[src/rtl/and_gate_stimulus_driver.sv]
// Stimulus source for a bubble-masked N-input AND gate: exhaustive counter or Galois LFSR vectors
// over a valid/ready handshake. Define STIM_CHECKER_EN to add the Result_In mismatch counter.
module and_gate_stimulus_driver #(
  parameter int                      NR_OF_INPUTS = 5,
  parameter logic [NR_OF_INPUTS-1:0] BUBBLES_MASK = '0,
  parameter logic [NR_OF_INPUTS-1:0] LFSR_TAPS    = 5'b10100
) (
  input  logic                    Clock,
  input  logic                    Reset_n,
  input  logic                    Start,
  input  logic                    Mode,
  input  logic [NR_OF_INPUTS-1:0] Seed,
  input  logic [7:0]              Length,
  input  logic                    Vec_Ready,
  input  logic                    Result_In,
  output logic [NR_OF_INPUTS-1:0] Input_Vector,
  output logic                    Expected_Result,
  output logic                    Vec_Valid,
  output logic                    Busy,
  output logic                    Done,
  output logic [7:0]              Error_Count
);

  localparam logic [1:0] IDLE = 2'd0;
  localparam logic [1:0] RUN  = 2'd1;
  localparam logic [1:0] DONE = 2'd2;

  // Wide enough for both 2^N (exhaustive) and 256 (LFSR with Length = 0).
  localparam int CNT_W = (NR_OF_INPUTS + 1 > 9) ? NR_OF_INPUTS + 1 : 9;

  logic [1:0]              state;
  logic                    mode_q;
  logic [NR_OF_INPUTS-1:0] vec;
  logic [NR_OF_INPUTS-1:0] vec_next;
  logic [CNT_W-1:0]        remaining;
  logic [CNT_W-1:0]        exh_load;
  logic [CNT_W-1:0]        len_load;
  logic [NR_OF_INPUTS-1:0] seed_load;
  logic                    start_ok;
  logic                    transfer;

  assign exh_load  = CNT_W'(1) << NR_OF_INPUTS;
  assign len_load  = (Length == 8'd0) ? CNT_W'(256) : CNT_W'(Length);
  assign seed_load = (Seed == '0) ? NR_OF_INPUTS'(1) : Seed;
  assign start_ok  = Start && (state != RUN);
  assign transfer  = Vec_Valid && Vec_Ready;

  // NOTE: every variable written in always_comb gets a default first so no latch is inferred.
  always_comb begin
    vec_next = vec + NR_OF_INPUTS'(1);
    if (mode_q) begin
      vec_next = {1'b0, vec[NR_OF_INPUTS-1:1]} ^ (vec[0] ? LFSR_TAPS : '0);
    end
  end

  // NOTE: sequential state uses non-blocking assignments only, so every flop sees pre-edge values.
  always_ff @(posedge Clock or negedge Reset_n) begin
    if (!Reset_n) begin
      state     <= IDLE;
      mode_q    <= 1'b0;
      vec       <= '0;
      remaining <= '0;
    end else begin
      case (state)
        IDLE, DONE: begin
          if (Start) begin
            state     <= RUN;
            mode_q    <= Mode;
            vec       <= Mode ? seed_load : '0;
            remaining <= Mode ? len_load : exh_load;
          end
        end
        RUN: begin
          if (transfer) begin
            remaining <= remaining - CNT_W'(1);
            // The last vector stays on the bus; the counter never presents its wrap to 0.
            if (remaining == CNT_W'(1)) begin
              state <= DONE;
            end else begin
              vec <= vec_next;
            end
          end
        end
        default: state <= IDLE;
      endcase
    end
  end

  assign Input_Vector    = vec;
  assign Expected_Result = &(vec ^ BUBBLES_MASK);
  assign Vec_Valid       = (state == RUN);
  assign Busy            = (state == RUN);
  assign Done            = (state == DONE);

`ifdef STIM_CHECKER_EN
  logic [7:0] err_cnt;

  always_ff @(posedge Clock or negedge Reset_n) begin
    if (!Reset_n) begin
      err_cnt <= 8'd0;
    end else if (start_ok) begin
      err_cnt <= 8'd0;
    end else if (transfer && (Result_In != Expected_Result) && (err_cnt != 8'hFF)) begin
      err_cnt <= err_cnt + 8'd1;
    end
  end

  assign Error_Count = err_cnt;
`else
  logic unused_checker;
  assign unused_checker = Result_In ^ start_ok;
  assign Error_Count    = 8'd0;
`endif

endmodule

[config.mk]
export PLATFORM = sky130hd
export DESIGN_NAME = and_gate_stimulus_driver
export DESIGN_NICKNAME = d
export VERILOG_FILES = /design/src/rtl/and_gate_stimulus_driver.sv
export SDC_FILE = /design/constraint.sdc
export NUM_CORES = 1
export LEC_CHECK = 0
export CAP_MARGIN = 0
export CORE_ASPECT_RATIO = 1.5
export CORE_MARGIN = 2
export CORE_UTILIZATION = 60
export CTS_CLUSTER_DIAMETER = 30
export DETAILED_ROUTE_END_ITERATION = 16
export DONT_BUFFER_PORTS = 1
export MAX_ROUTING_LAYER = met4
export PLACE_DENSITY = 0.74
export SYNTH_ARGS = -nofsm -noshare
export SYNTH_HDL_FRONTEND = slang
export SYNTH_SLANG_ARGS = --single-unit
[constraint.sdc]
create_clock -name Clock -period 2.3 [get_ports Clock]
set_input_delay 0.23 -clock Clock [delete_from_list [all_inputs] [get_ports Clock]]
set_output_delay 0.23 -clock Clock [all_outputs]
set_load 0.05 [all_outputs]
==> results.cfg <==
[setup_path]
crit_fanout = 13
r2r_cells = 6
reg2reg_slack_ps = 460
worstSetupStartpointType = register
crit_arrival_ps = 2020
r2r_start = state[1]
rr_endpoint = remaining[5]
crit_required_ps = 2490
path_class = register to register
cp-end-kind = register

[clock_tree]
cts_resized = 0
cts_tree = done
clkTransAtPathRegs_ps = 100
insertion_delay_ps = 300
cts_root_buffer = clkbuf_4
ctsHtreeMaxLevel = 1
cts_buffers = 3
clock_path_buffers = 2
post_cts_buffers = 0
clock_sinks = 17

[hold_path]
worstHoldPathCells = 1
hold_path_end = state[0]
hp-start = Vec_Ready
hp-class = primary input to register

[drt]
finalWirelength_um = 2940
via_count = 1117
first_iter_violations = 34
drt-pass1-iter-count = 4
route.detailed.drc = 0
drtAntennaViolNets = 0
wl_per_cell_um = 17.3
via_per_inst = 6.57

[global_routing]
grt_start_max_net_pins = 21
antenna_found_initial = 0
grt_overflow = 0
grt_pass1_wl_um = 4750
grt_pass1_vias = 1101
grt_usage = 0.289

[die]
initial_core_util = 0.624
die_h_um = 59.9
ios = 36
dieWidth_um = 41.3
core_area_um2 = 2000
die-area_um2 = 2470
core.rowCount = 20

[logic_synthesis]
yosys.area.top_type_share = 0.341
async_flop_share = 1.00
synthTopCellsByCount = 19 x o21ai_0, 17 x dfrtp_1, 9 x buf_4, 8 x a21oi_1, 8 x nor2_1
synth_xor_area_frac = 0.00701
synth_cell_type_count = 43
synth_flop_cell = dfrtp_1
synth_edf_count = 0
ys_seq_area_frac = 0.341
ys_warn_count = 0
synth.avg_cell_area_um2 = 8.73
yosys.area_share.simple = 0.209
ys_ff_latch = 17
synth_cells = 143
yosys.area_share.adder = 0.0401
synth_top_family_by_area = compound AO/OA/AOI/OAI gates
yosysMostFrequentCell = o21ai_0
syn_area_um2 = 1250
muxShareOfSynthArea = 0.0491
synth_top_area_cell = dfrtp_1
synth_compound_area_frac = 0.251
synth_area_leaders = dfrtp_1 34%, o21ai_0 7.6%, buf_4 5.4%

[sta]
clock.fmax_mhz = 545
grt_setup_unrepaired = no
hold_violations = 0
period_share = 0.798
drv_slew = 0
tightestPinTransition_ps = 794
clock-skew-final_ps = 0.981
finalSetupTns_ps = 0
timing.final.ws_setup_ps = 465
fin_crit_ps = 1840
setup_viol = 0
maxSlewHeadroom = 0.469

[power_and_ir_drop]
p_int_mw = 0.923
p_comb_frac = 0.593
p_clk_frac = 0.085
power_frac_seq = 0.321
power.share.switching = 0.524
power.leakage_nw = 0.567
ir_drop_mv = 0.768
power.density_nw_per_um2 = 1470
power.switching_mw = 1.02

[status]
status = complete, no violations

[cells_and_area]
diodes = 0
area_growth_pct = 5.61
nets = 172
drive_above_1_share = 0.149

[placement]
portBuffers = 0
dp_hpwl_um = 2160
place.gp.congestion = 0.837
place_ws_ps = 497

[flow_run]
drv_cap = 0
flip-flops by register name, indices dropped and copies added (netlist names):
| signal | flops |
|---|---|
| Input_Vector | 5 |
| mode_q | 1 |
| remaining | 9 |
| state | 2 |
worst max path at each step:
stage | end | depth (start not counted) | startpoint
after floorplan | Input_Vector[4] | 6 | Input_Vector[1]
after global placement | Input_Vector[4] | 7 | remaining[1]
after detailed placement | Input_Vector[4] | 7 | remaining[1]
after CTS | Input_Vector[4] | 7 | remaining[1]
after global routing | Input_Vector[1] | 7 | remaining[1]
final | remaining[5] | 6 | state[1]
logic make-up (layout without fill, tap and decap cells):
| group | Yosys count | in the layout |
|---|---|---|
| buffers and inverters | 24 | 22 |
| AND/OR/NAND/NOR | 43 | 43 |
| other | 1 | 8 |
| AO/OA/AOI/OAI | 48 | 48 |
| multiplexers | 5 | 5 |
| XOR/XNOR | 1 | 1 |
| adder cells (fa/ha/maj) | 4 | 4 |
| flip-flops | 17 | 17 |
cell usage in the layout (no fill, tap or decap), types with 2 or more instances in the layout:
cell,count
buf_4,11
o21ai_1,2
a311oi_1,2
o31ai_1,3
mux2_4,2
nor3_1,4
nor2_1,8
nand2_1,5
nor2b_1,4
nand3_1,4
inv_1,5
nand4_1,2
nor4_1,4
nor3b_1,4
o31a_1,2
a32oi_1,2
dfrtp_1,17
conb_1,8
and3_1,2
clkbuf_4,3
ha_1,4
a31oi_1,2
nand2b_1,2
o21ai_0,19
mux2i_1,2
a21oi_1,8
metal layers:
layer	vias up	track usage	part of all wire
met3	8	0.0335	0.067
met1	536	0.328	0.38
met4	0	0.134	0.027
li1	525	-	-
met2	48	0.482	0.52
met5	-	-	0
power groups by stage:
stage | logic, mW | registers [mW] | clock network, mW
after floorplan | 0.801 | 0.699 | 0
after global placement | 1.10 | 0.613 | 0
after detailed placement | 1.13 | 0.624 | 0
after CTS | 1.14 | 0.617 | 0.166
after global routing | 1.27 | 0.645 | 0.175
final | 1.15 | 0.623 | 0.165
worst max-delay path, stage by stage (launching register included):
cell,delay [ps]
dfrtp_1,380
nand2b_1,350
inv_2,190
buf_4,360
nor2_1,110
a41oi_1,220
o21ai_0,110
final cells by class:
type,count,area [um^2]
multi-input cells,109,724
fillers,178,683
flip-flops and latches,17,425
repair buffers,12,92.6
well taps,22,27.5
clock buffers,4,26.3
inverters,6,22.5
repair_timing:
item	4_1_cts	5_1_grt
setup endpoints to repair	0	0
hold buffers	1	0
hold endpoints to repair	17	0
stage by stage:
stage	std cells	hold slack [ps]	area (um^2)	utilization	power, mW
after floorplan	150	-65.6	1270	-	1.50
after global placement	165	-65.3	1280	0.641	1.71
after detailed placement	165	-65.2	1280	0.641	1.75
after CTS	170	43.8	1320	0.659	1.93
after global routing	170	45.2	1320	0.659	2.09
final	170	40.6	1320	0.659	1.94
No activity file was read; power rests on OpenSTA's default activity.
